[config.mk]
export PLATFORM = sky130hd
export DESIGN_NAME = uart_rx_core
export DESIGN_NICKNAME = d
export VERILOG_FILES = /design/src/rtl/uart_rx_core.sv
export SDC_FILE = /design/constraint.sdc
export NUM_CORES = 1
export LEC_CHECK = 0
export CORE_MARGIN = 10
export CORE_UTILIZATION = 26
export CTS_BUF_LIST = sky130_fd_sc_hd__clkbuf_16
export DETAILED_ROUTE_END_ITERATION = 7
export GPL_ROUTABILITY_DRIVEN = 0
export SYNTH_ARGS = -nofsm -noshare
export SYNTH_HDL_FRONTEND = slang
export SYNTH_SLANG_ARGS = --single-unit
export TNS_END_PERCENT = 10
[constraint.sdc]
create_clock -name clk -period 4.1 [get_ports clk]
set_input_delay 0.615 -clock clk [delete_from_list [all_inputs] [get_ports clk]]
set_output_delay 0.615 -clock clk [all_outputs]
set_load 0.05 [all_outputs]
[src/rtl/uart_rx_core.sv]
// ---------------------------------------------------------------------------
// uart_rx_core
//   Oversampling 8N1-style UART receiver. The serial input is synchronized,
//   the start, data and stop bits are each sampled at their middle, and every
//   received byte is offered on a valid/ready stream. A stop bit sampled low
//   raises a one-cycle frame_err pulse. A byte that completes while the output
//   slot is still full raises a one-cycle overrun pulse.
//
// Ports
//   clk        in   1          system clock, all logic on posedge
//   rst_n      in   1          synchronous reset, active-low
//   rx_i       in   1          asynchronous serial input, idle high
//   m_data     out  DATA_BITS  received byte (LSB arrives first on the line)
//   m_valid    out  1          m_data valid; held until accepted
//   m_ready    in   1          downstream accepts on m_valid & m_ready
//   frame_err  out  1          1-cycle pulse: stop bit sampled 0
//   overrun    out  1          1-cycle pulse: byte completed while slot full
// ---------------------------------------------------------------------------
module uart_rx_core #(
    parameter int CLK_FREQ_HZ = 100_000_000,
    parameter int BAUD        = 9600,
    parameter int OVERSAMPLE  = 16,
    parameter int DATA_BITS   = 8
) (
    input  logic                 clk,
    input  logic                 rst_n,
    input  logic                 rx_i,
    output logic [DATA_BITS-1:0] m_data,
    output logic                 m_valid,
    input  logic                 m_ready,
    output logic                 frame_err,
    output logic                 overrun
);

    localparam int DIV   = CLK_FREQ_HZ / (BAUD * OVERSAMPLE);
    localparam int CNT_W = (DIV > 1) ? $clog2(DIV) : 1;
    localparam int SC_W  = $clog2(OVERSAMPLE);
    localparam int BC_W  = $clog2(DATA_BITS);

    localparam logic [CNT_W-1:0] DIV_LAST = CNT_W'(DIV - 1);
    localparam logic [SC_W-1:0]  SC_HALF  = SC_W'(OVERSAMPLE / 2 - 1);
    localparam logic [SC_W-1:0]  SC_LAST  = SC_W'(OVERSAMPLE - 1);
    localparam logic [BC_W-1:0]  BC_LAST  = BC_W'(DATA_BITS - 1);

    if (DIV < 1) begin : g_bad_div
        $error("uart_rx_core: CLK_FREQ_HZ/(BAUD*OVERSAMPLE) must be >= 1");
    end
    if ((OVERSAMPLE < 4) || (OVERSAMPLE % 2 != 0)) begin : g_bad_os
        $error("uart_rx_core: OVERSAMPLE must be even and >= 4");
    end
    if ((DATA_BITS < 5) || (DATA_BITS > 9)) begin : g_bad_db
        $error("uart_rx_core: DATA_BITS must be 5..9");
    end

    typedef enum logic [2:0] {
        ST_IDLE,
        ST_START,
        ST_DATA,
        ST_STOP,
        ST_BREAK
    } state_t;

    state_t               state_q,     state_d;
    logic                 sync1_q,     sync1_d;
    logic                 rx_s_q,      rx_s_d;
    logic [CNT_W-1:0]     tick_cnt_q,  tick_cnt_d;
    logic [SC_W-1:0]      sc_q,        sc_d;
    logic [BC_W-1:0]      bc_q,        bc_d;
    logic [DATA_BITS-1:0] shift_q,     shift_d;
    logic [DATA_BITS-1:0] m_data_q,    m_data_d;
    logic                 m_valid_q,   m_valid_d;
    logic                 frame_err_q, frame_err_d;
    logic                 overrun_q,   overrun_d;
    logic                 tick;

    always_comb begin
        state_d     = state_q;
        sync1_d     = rx_i;
        rx_s_d      = sync1_q;
        sc_d        = sc_q;
        bc_d        = bc_q;
        shift_d     = shift_q;
        m_data_d    = m_data_q;
        m_valid_d   = m_valid_q;
        frame_err_d = 1'b0;
        overrun_d   = 1'b0;

        tick       = (tick_cnt_q == DIV_LAST);
        tick_cnt_d = tick ? '0 : tick_cnt_q + 1'b1;

        // Consumer takes the current byte; a delivery below may refill the
        // slot in the same cycle.
        if (m_valid_q && m_ready) begin
            m_valid_d = 1'b0;
        end

        case (state_q)
            ST_IDLE: begin
                if (!rx_s_q) begin
                    // Restart the tick divider so sample points line up with
                    // the falling edge rather than a free-running phase.
                    state_d    = ST_START;
                    tick_cnt_d = '0;
                    sc_d       = '0;
                end
            end
            ST_START: begin
                if (tick) begin
                    if (sc_q == SC_HALF) begin
                        if (rx_s_q) begin
                            state_d = ST_IDLE;  // too short to be a start bit
                        end else begin
                            state_d = ST_DATA;
                            sc_d    = '0;
                            bc_d    = '0;
                        end
                    end else begin
                        sc_d = sc_q + 1'b1;
                    end
                end
            end
            ST_DATA: begin
                if (tick) begin
                    if (sc_q == SC_LAST) begin
                        sc_d    = '0;
                        shift_d = {rx_s_q, shift_q[DATA_BITS-1:1]};
                        if (bc_q == BC_LAST) begin
                            state_d = ST_STOP;
                        end else begin
                            bc_d = bc_q + 1'b1;
                        end
                    end else begin
                        sc_d = sc_q + 1'b1;
                    end
                end
            end
            ST_STOP: begin
                if (tick) begin
                    if (sc_q == SC_LAST) begin
                        sc_d = '0;
                        if (rx_s_q) begin
                            // Return to IDLE at mid-stop so a start bit that
                            // immediately follows is caught on its edge.
                            state_d = ST_IDLE;
                            if (!m_valid_q || m_ready) begin
                                m_data_d  = shift_q;
                                m_valid_d = 1'b1;
                            end else begin
                                overrun_d = 1'b1;
                            end
                        end else begin
                            frame_err_d = 1'b1;
                            state_d     = ST_BREAK;
                        end
                    end else begin
                        sc_d = sc_q + 1'b1;
                    end
                end
            end
            ST_BREAK: begin
                // A line held low must go idle before another frame starts.
                if (rx_s_q) begin
                    state_d = ST_IDLE;
                end
            end
            default: begin
                state_d = ST_IDLE;
            end
        endcase
    end

    always_ff @(posedge clk) begin
        if (!rst_n) begin
            state_q     <= ST_IDLE;
            sync1_q     <= 1'b1;
            rx_s_q      <= 1'b1;
            tick_cnt_q  <= '0;
            sc_q        <= '0;
            bc_q        <= '0;
            shift_q     <= '0;
            m_data_q    <= '0;
            m_valid_q   <= 1'b0;
            frame_err_q <= 1'b0;
            overrun_q   <= 1'b0;
        end else begin
            state_q     <= state_d;
            sync1_q     <= sync1_d;
            rx_s_q      <= rx_s_d;
            tick_cnt_q  <= tick_cnt_d;
            sc_q        <= sc_d;
            bc_q        <= bc_d;
            shift_q     <= shift_d;
            m_data_q    <= m_data_d;
            m_valid_q   <= m_valid_d;
            frame_err_q <= frame_err_d;
            overrun_q   <= overrun_d;
        end
    end

    assign m_data    = m_data_q;
    assign m_valid   = m_valid_q;
    assign frame_err = frame_err_q;
    assign overrun   = overrun_q;

endmodule
Word-level counts from Yosys, hierarchy flattened
Index checks and enable logic that the tools add are counted.
{"block": "totals", "reg_bits": 41, "in_bits": 4}
{"block": "classes", "addsub": 3, "eq_ne": 20, "mux": 36, "reduce_logical": 14}
{"op": "two-way mux 3 bit", "n": 16}
{"op": "two-way mux 10 bit", "n": 3}
{"op": "inequality test 2 bit, second input constant", "n": 11}
{"op": "two-way mux 4 bit", "n": 5}
{"op": "case mux 3 bit (5 select lines)", "n": 1}
{"op": "case mux 4 bit (3 select lines)", "n": 1}
{"op": "adder 10 x 1 -> 10 bit, second input constant", "n": 1}
{"op": "equality test 10 bit, second input constant", "n": 1}
{"op": "AND reduction 5 bit", "n": 2}
{"op": "AND reduction 9 bit", "n": 1}
{"op": "two-way mux 1 bit", "n": 8}
{"op": "AND reduction 7 bit", "n": 1}
{"op": "equality test 3 x 2 -> 1 bit, second input constant", "n": 2}
{"op": "equality test 3 bit, second input constant", "n": 2}
{"op": "case mux 3 bit (2 select lines)", "n": 1}
{"op": "AND reduction 3 bit", "n": 2}
{"op": "adder 4 x 1 -> 4 bit, second input constant", "n": 1}
{"op": "equality test 4 x 3 -> 1 bit, second input constant", "n": 1}
{"op": "equality test 4 bit, second input constant", "n": 1}
{"op": "AND reduction 4 bit", "n": 1}
{"op": "adder 3 x 1 -> 3 bit, second input constant", "n": 1}
{"op": "equality test 3 x 1 -> 1 bit, second input constant", "n": 1}
{"op": "logical NOT 3 bit", "n": 1}
{"op": "nonzero test 3 bit", "n": 1}
{"op": "7 further kinds", "n": 7}

Depth between registers and ports, before layout
Gate-level depths: netlist (run 1).
{"block": "logic_depth", "ltp_word": 7, "depth_mapped": 8}

Least setup slack after synthesis (run 1)
Ideal clock, no wire load.
{"block": "synth_timing", "kind": "reg-to-reg", "start": "register tick_cnt_q[6]", "end": "register state_q[2]", "setup_time_ns": 0.118, "arrival_time_ns": 2.079, "required_time_ns": 3.982, "slack_ns": 1.903, "path_stages_with_launch": 7, "synth_period_minus_slack_ns": 2.197, "cell_sequence": "dfxtp_1 or4b_4 or3_1 buf_6 o31ai_4 o221ai_1 o2111a_1"}
{"block": "synth_via", "elab_chain_cells": 3, "word_cells_on_any_way": 5}
{"element": "from (decl)", "line_no": "66", "source": "logic [CNT_W-1:0] tick_cnt_q, tick_cnt_d;"}
{"element": "from (signal assigned)", "line_no": "189", "source": "tick_cnt_q <= tick_cnt_d;"}
{"element": "equality test 10 bit (*)", "line_no": "88", "source": "tick = (tick_cnt_q == DIV_LAST);"}
{"element": "inequality test 2 bit (no source line)"}
{"element": "AND reduction 9 bit (no source line) (*)"}
{"element": "to (signal assigned)", "line_no": "186", "source": "state_q <= state_d;"}
{"element": "to (decl)", "line_no": "63", "source": "state_t state_q, state_d;"}
Mark *: on every way between the ends. The rest lies on a longest branch, timed or not.
A chain may end at the register's enable or synchronous reset.

Worst setup path in the final report (run 1)
Same ends and word-level chain as after synthesis.

==> flow_summary.rst, run 1 <==
.. list-table::
   :header-rows: 1

   * - Metric
     - Value
   * - Status
     - completed
   * - Total number of H-tree levels
     - 2
   * - Count of placed standard cells in the final layout, fillers left out
     - ~320
   * - Shortest period the worst path allows
     - about 2.4 ns
   * - Netlist area before placement
     - about 0.0019 mm²
   * - Arrival time of the worst setup path
     - 2.55 ns
   * - Via-per-instance ratio
     - ~4.4
   * - Busiest layer in global routing
     - met2
   * - M1 GR Usage
     - roughly 8.8%
   * - Drt wl/cell
     - about 12 µm
   * - CTS tree
     - done
   * - Number of synthesized register bits
     - 41
   * - # Post-CTS Setup Buffers
     - 0
   * - Endpoint of the worst-slack reg-to-reg timing path
     - state_q[2]
   * - FF-to-FF path depth
     - 5
   * - Initial core utilization
     - between 20% and 30%
   * - Total die area
     - roughly 0.011 mm²
   * - Number of design rule violations left after detail routing
     - 0
   * - Input/output buffers
     - 14
   * - Number of cell rows
     - 31
   * - Fmax
     - around 420 MHz
   * - Vertical extent of the die
     - around 110 µm
   * - Antenna Violating Nets Remaining
     - 0
   * - Area added between synthesis and finish
     - 20.7%
   * - Maximum fanout count along the critical path
     - 7
   * - Wire length of the first global-routing pass
     - 6570 µm
   * - Required time reported for the critical path endpoint
     - between 4 and 5 ns
   * - IR drop worst, VDD
     - 0.000216 V
   * - Final nets
     - roughly 230
   * - Max_cap viols
     - 0
   * - Startpoint types
     - flop
   * - Power Density
     - roughly 460 mW/mm²
   * - Number of instances in the synthesized netlist
     - between 200 and 250
   * - Clock buffer depth
     - 2
   * - Total negative slack for setup checks
     - 0 ns
   * - Number of optimization iterations in the first detailed-route pass
     - 4
   * - Reg-to-reg slack, setup
     - between 1.5 and 2 ns
   * - Clock Sinks
     - 41
   * - Area of the core region
     - 0.00721 mm²
   * - Overflow left after global routing
     - 0
   * - Reported leakage power
     - slightly below 0.9 nW
   * - Pins Over Slew Limit
     - 0
   * - Final Setup Violations
     - 0
   * - Critical path class
     - flop to flop
   * - Setup repair after global routing missed its margin
     - false
   * - FF-to-FF Start
     - tick_cnt_q[6]
   * - Inserted Diodes
     - 0
   * - Global Route met2 Usage
     - about a tenth
   * - Worst hold path class
     - flop to flop
   * - Share of layout cells above drive strength 1
     - under 10%
   * - Final hold violation count
     - 0
   * - Count of instances resized after the clock tree is built
     - 0
   * - Number of top-level pins
     - 15
   * - Final design utilization
     - about 32%
   * - Yosys warnings
     - 0
   * - Cell count after placement
     - 310
   * - Sequential fraction of the synthesis area
     - about 43%
   * - Overall global routing resource usage
     - 7.00%
   * - Clock latency on the worst-skew pair
     - 0.28 ns
   * - Clock slew at the register clock pins of the worst setup and hold paths
     - 0.06 ns
   * - Critical path launch point
     - tick_cnt_q[6]
   * - Post-detailed-routing wire length
     - around 3700 µm
   * - Worst slew margin relative to its limit
     - between 60% and 70%
   * - Measured slew at the worst slew-check pin
     - 0.524 ns
   * - Met3 Use GR
     - 2.78%
   * - Initial antenna violation count
     - 0
   * - Category of the worst setup path capture point
     - flop
   * - Count of cell types in the netlist
     - 40
   * - Ratio of final minimum period to clock period
     - 57.9%
   * - Net count of the mapped netlist
     - around 220
   * - Number of CTS-inserted buffers
     - 5
   * - CTS root buffer
     - sky130_fd_sc_hd__clkbuf_16
   * - Hpwl dp
     - between 2000 and 3000 µm
   * - Skew final
     - between 0.003 and 0.004 ns
   * - Largest net degree at the start of global routing
     - 25
   * - Cts-stage hold buffer count
     - 0
   * - Via count
     - about 1400
   * - Iter 0 DRT Violations
     - 80
   * - Number of global-route vias before repair
     - ~1400
   * - Synth Area per Inst
     - 9.35 µm²
   * - Worst setup path endpoint
     - state_q[2]
   * - Die width
     - ~110 µm
[critical path: stages (launching register included)]
cell,delay (ns)
sky130_fd_sc_hd__dfxtp_1,0.33
sky130_fd_sc_hd__or4b_4,0.55
sky130_fd_sc_hd__or3_1,0.53
sky130_fd_sc_hd__o31ai_4,0.32
sky130_fd_sc_hd__o221ai_1,0.24
sky130_fd_sc_hd__o2111a_1,0.30
[worst min-delay path by stage]
stage,depth (start not counted),slack (ns),startpoint,endpoint
6_report,1,0.41,rx_s_d,rx_s_q
5_1_grt,1,0.45,rx_s_d,rx_s_q
4_1_cts,1,0.41,rx_s_d,rx_s_q
3_3_place_gp,1,0.39,rx_s_d,rx_s_q
2_1_floorplan,1,0.39,rx_s_d,rx_s_q
3_5_place_dp,1,0.40,rx_s_d,rx_s_q
[sequential cells by signal, indices dropped and copies added (netlist names)]
signal,cells
bc_q,3
frame_err,1
m_data,8
m_valid,1
overrun,1
rx_s_d,1
rx_s_q,1
sc_q,4
shift_q,8
state_q,3
tick_cnt_q,10
[routing by layer]
| layer | part of all wire [%] | wire length (µm) |
|---|---|---|
| met2 | 45 | 1660 |
| met1 | 49 | 1820 |
| met3 | 4.1 | 151 |
| met4 | 1.6 | 59 |
| met5 | 0 | 0 |
[through the flow]
stage	hold WS (ns)	setup WS [ns]	instance area, µm²	total power [mW]
finish	0.410	1.73	2320	1.08
global route	0.446	1.58	2320	1.14
CTS	0.414	1.72	2320	1.10
detailed placement	0.400	1.73	2150	0.640
global placement	0.390	1.76	2150	0.637
floorplan	0.386	1.90	1930	0.604
[Yosys cell counts, drive strengths merged]
master | n | area [µm²]
o21bai | 1 | 7.51
and4 | 1 | 8.76
o31ai | 2 | 28.8
o21ai | 5 | 25.0
buf | 2 | 15.0
nand2b | 6 | 37.5
xnor2 | 5 | 43.8
a32o | 1 | 10.0
a21oi | 5 | 25.0
or4b | 1 | 13.8
a21boi | 1 | 7.51
xor2 | 5 | 43.8
o221a | 3 | 33.8
o2111a | 1 | 11.3
inv | 1 | 3.75
mux2i | 21 | 210
ha | 5 | 62.6
or3 | 1 | 6.26
nand2 | 22 | 82.6
dfxtp | 41 | 821
nor4 | 1 | 6.26
nor2 | 19 | 71.3
o221ai | 2 | 17.5
and2 | 1 | 6.26
clkbuf | 8 | 30.0
nand3 | 7 | 35.0
o22ai | 1 | 6.26
and3b | 1 | 8.76
o211ai | 1 | 7.51
nand3b | 2 | 15.0
nor2b | 18 | 113
nand4 | 2 | 12.5
o21ba | 1 | 10.0
o21a | 2 | 15.0
nor3 | 4 | 31.3
and3 | 4 | 25.0
nand4b | 2 | 17.5
[report_power, final]
group | internal, mW | switching (mW) | total (mW)
clock network | 0.288 | 0.161 | 0.449
registers | 0.415 | 0.0387 | 0.454
logic | 0.0838 | 0.0935 | 0.177
[layout make-up]
| class | instances | area, µm² |
|---|---|---|
| multi-input combinational | 154 | 1060 |
| clock inverter | 3 | 46.3 |
| clock buffer | 5 | 125 |
| tap | 99 | 124 |
| fill | 777 | 4890 |
| timing repair buffer | 15 | 148 |
| sequential | 41 | 821 |
| inverter | 1 | 3.75 |
[cells in the final DEF, fill, tap and decap left out, drive strengths merged, types with 2 or more instances in the layout]
cell type,count
a21oi,5
and3,4
clkbuf,5
clkdlybuf4s50,14
dfxtp,41
ha,5
mux2i,21
nand2,22
nand2b,6
nand3,7
nand3b,2
nand4,2
nand4b,2
nor2,19
nor2b,18
nor3,4
o21a,2
o21ai,5
o221a,3
o221ai,2
o31ai,2
xnor2,5
xor2,5
[logic make-up after synthesis]
family | Yosys count | share of synthesized area [%]
adders and majority gates | 5 | 3.25
buffers and inverters | 11 | 2.53
and+or+nand+nor | 92 | 25.5
muxes | 21 | 10.9
DFF | 41 | 42.6
xor gates and xnor gates | 10 | 4.55
AOI/OAI and AO/OA | 26 | 10.7
No activity file was read; power rests on OpenSTA's default activity.
==> run 2: changes to the inputs <==
Clock period 4.1 ns to 2.12 ns, I/O delays scaled along.
==> run 2 against run 1 <==
Cell count up 4.1%. Via count grew 1.6%. Maximum frequency grew 17%. Largest power group is now clock. Clock power up 120%. Power increased by 110%. Combinational power increased by 110%. Count of clock-buffer cells in the layout unchanged.
==> flow_summary.rst, run 2 (synthesis gave the netlist of run 1 again) <==
.. list-table::
   :header-rows: 1

   * - Metric
     - Value
   * - Status
     - completed
   * - Measured slew at the worst slew-check pin
     - around 0.52 ns
   * - Category of the worst setup path capture point
     - flop
   * - CTS root buffer
     - sky130_fd_sc_hd__clkbuf_16
   * - Die width
     - 106 µm
   * - Number of CTS-inserted buffers
     - 5
   * - Worst hold path class
     - flop to flop
   * - Overflow left after global routing
     - 0
   * - Vertical extent of the die
     - between 100 and 150 µm
   * - Power Density
     - between 900 and 1000 mW/mm²
   * - Post-route standard cell area excluding fillers
     - around 0.0025 mm²
   * - Final-layout worst hold slack
     - 0.411 ns
   * - Final hold violation count
     - 0
   * - Count of placed standard cells in the final layout, fillers left out
     - between 300 and 400
   * - Sequential share of power
     - roughly two fifths
   * - Fmax
     - 495 MHz
   * - Clock network fraction of design power
     - 43.7%
   * - Skew final
     - between 0.004 and 0.005 ns
   * - CTS tree
     - done
   * - Initial antenna violation count
     - 0
   * - Pins Over Slew Limit
     - 0
   * - Area of placed instances
     - 0.00226 mm²
   * - Total number of H-tree levels
     - 2
   * - Reg-to-reg slack, setup
     - ~0.099 ns
   * - Clock slew at the register clock pins of the worst setup and hold paths
     - roughly 0.06 ns
   * - Worst Hold Launch
     - rx_s_d
   * - Worst slew margin relative to its limit
     - roughly 65%
   * - Sw frac
     - ~25%
   * - Wire length of the first global-routing pass
     - 6550 µm
   * - Cell count after placement
     - roughly 320
   * - Final Setup Violations
     - 0
   * - Arrival time of the worst setup path
     - 2.19 ns
   * - Int Power
     - 1.67 mW
   * - Largest net degree at the start of global routing
     - 20
   * - Initial core utilization
     - between 20% and 30%
   * - Combinational Power Share
     - between 10% and 20%
   * - Fillers
     - roughly 760
   * - Number of top-level pins
     - 15
   * - Reported leakage power
     - between 0.9 and 1 nW
   * - Share of layout cells above drive strength 1
     - about 14%
   * - Ratio of final minimum period to clock period
     - around 95%
   * - Total area of multi-input combinational cells
     - between 0.001 and 0.0015 mm²
   * - Most common cell after layout, fill and taps aside
     - sky130_fd_sc_hd__dfxtp_1
   * - Number of global-route vias before repair
     - approximately 1400
   * - Power, Total
     - ~2.2 mW
   * - Number of optimization iterations in the first detailed-route pass
     - 4
   * - Total die area
     - 0.0112 mm²
   * - Number of cell rows
     - 31
   * - Setup repair after global routing missed its margin
     - true
   * - Leading cell types in the layout, fill and taps excluded
     - sky130_fd_sc_hd__dfxtp_1, sky130_fd_sc_hd__nand2_1, sky130_fd_sc_hd__mux2i_1
   * - Clock buffer depth
     - 2
   * - Startpoint types
     - flop
   * - Overall global routing resource usage
     - between 6 and 7%
   * - Via-per-instance ratio
     - around 4.3
   * - Antenna Violating Nets Remaining
     - 0
   * - Shortest period the worst path allows
     - 2.02 ns
   * - Required time reported for the critical path endpoint
     - between 2 and 2.5 ns
   * - Maximum fanout count along the critical path
     - 4
   * - Worst hold path cell count
     - 1
   * - Critical path class
     - flop to flop
   * - End point of the worst hold path
     - rx_s_q
   * - Clock Sinks
     - between 40 and 50
   * - Number of design rule violations left after detail routing
     - 0
   * - Hpwl dp
     - around 2700 µm
   * - Net Sw Power
     - about 0.56 mW
   * - Reg area
     - 821 µm²
   * - FF-to-FF Start
     - tick_cnt_q[6]
   * - Post-detailed-routing wire length
     - around 3600 µm
   * - Final nets
     - 240
   * - Register with the highest flop count
     - tick_cnt_q
   * - IR drop worst, VDD
     - approximately 0.0007 V
   * - Total negative slack for setup checks
     - 0 ns
   * - Largest register FFs
     - 10
   * - Via count
     - about 1400
   * - Inserted Diodes
     - 0
   * - FF-to-FF path depth
     - 5
   * - Drt wl/cell
     - between 10 and 15 µm
   * - Area added between synthesis and finish
     - 28.5%
   * - Endpoint of the worst-slack reg-to-reg timing path
     - state_q[2]
   * - Max_cap viols
     - 0
   * - Iter 0 DRT Violations
     - 55
   * - Clock latency on the worst-skew pair
     - between 0.2 and 0.3 ns
   * - Area of the core region
     - 0.00721 mm²
   * - Input/output buffers
     - 14
[run 2: worst max path at each step]
stage                              from          to  depth (start not counted)
after floorplan           tick_cnt_q[6]  state_q[2]                          6
after global placement    tick_cnt_q[6]  state_q[2]                          5
after detailed placement  tick_cnt_q[6]  state_q[2]                          5
after CTS                 tick_cnt_q[6]  state_q[2]                          5
after global routing      tick_cnt_q[6]  state_q[2]                          5
final                     tick_cnt_q[6]  state_q[2]                          5
[run 2: routing by layer]
| metal | track usage, % | share of wire, % | vias up |
|---|---|---|---|
| met1 | 8.93 | 52 | 644 |
| met2 | 10.2 | 43 | 18 |
| met3 | 2.90 | 4.3 | 0 |
| met5 | 0 | 0 | - |
| met4 | 0.967 | 0 | 0 |
| li1 | - | - | 768 |
[run 2: power by group through the flow]
stage / logic [mW] / registers [mW] / clock network, mW
2_1_floorplan: 0.345 / 0.835 / 0
3_3_place_gp: 0.352 / 0.894 / 0
3_5_place_dp: 0.355 / 0.895 / 0
4_1_cts: 0.356 / 0.877 / 1.00
5_1_grt: 0.417 / 0.890 / 1.03
6_report: 0.377 / 0.879 / 0.976
[run 2: layout make-up]
type                            count  area share (%)
Clock buffer                        5            5.06
Clock inverter                      3            2.78
Inverter                            1           0.152
Multi-Input combinational cell    154            43.3
Sequential cell                    41            33.2
Tap cell                           99            5.01
Timing Repair Buffer               28            10.6
[run 2: metrics by stage]
step           setup WS, ns  util, %
5_1_grt            0.000610     34.3
3_5_place_dp       -0.00650     31.3
3_3_place_gp         0.0196     31.3
2_1_floorplan       -0.0168        -
6_report             0.0989     34.3
4_1_cts              0.0251     34.1
[run 2: critical path, stage by stage (launching register included)]
cell and delay [ns]:
sky130_fd_sc_hd__dfxtp_1 0.31, sky130_fd_sc_hd__or4b_4 0.53, sky130_fd_sc_hd__or3_4 0.38, sky130_fd_sc_hd__o31ai_4 0.28, sky130_fd_sc_hd__o221ai_2 0.15, sky130_fd_sc_hd__o2111a_1 0.27
[run 2: repair_timing]
action,4_1_cts,5_1_grt
hold endpoints to repair,0,0
endpoints found under the setup margin,2,13
pin swaps,0,2
hold buffers,0,0
buffers inserted,0,1
resized for setup,1,2
==> run 3: changes to the inputs <==
Settings changed: CAP_MARGIN set to 20, GPL_ROUTABILITY_DRIVEN 0 to not set.
==> results of run 3 <==
The final DEF is identical to that of run 2; final timing and power are the same.
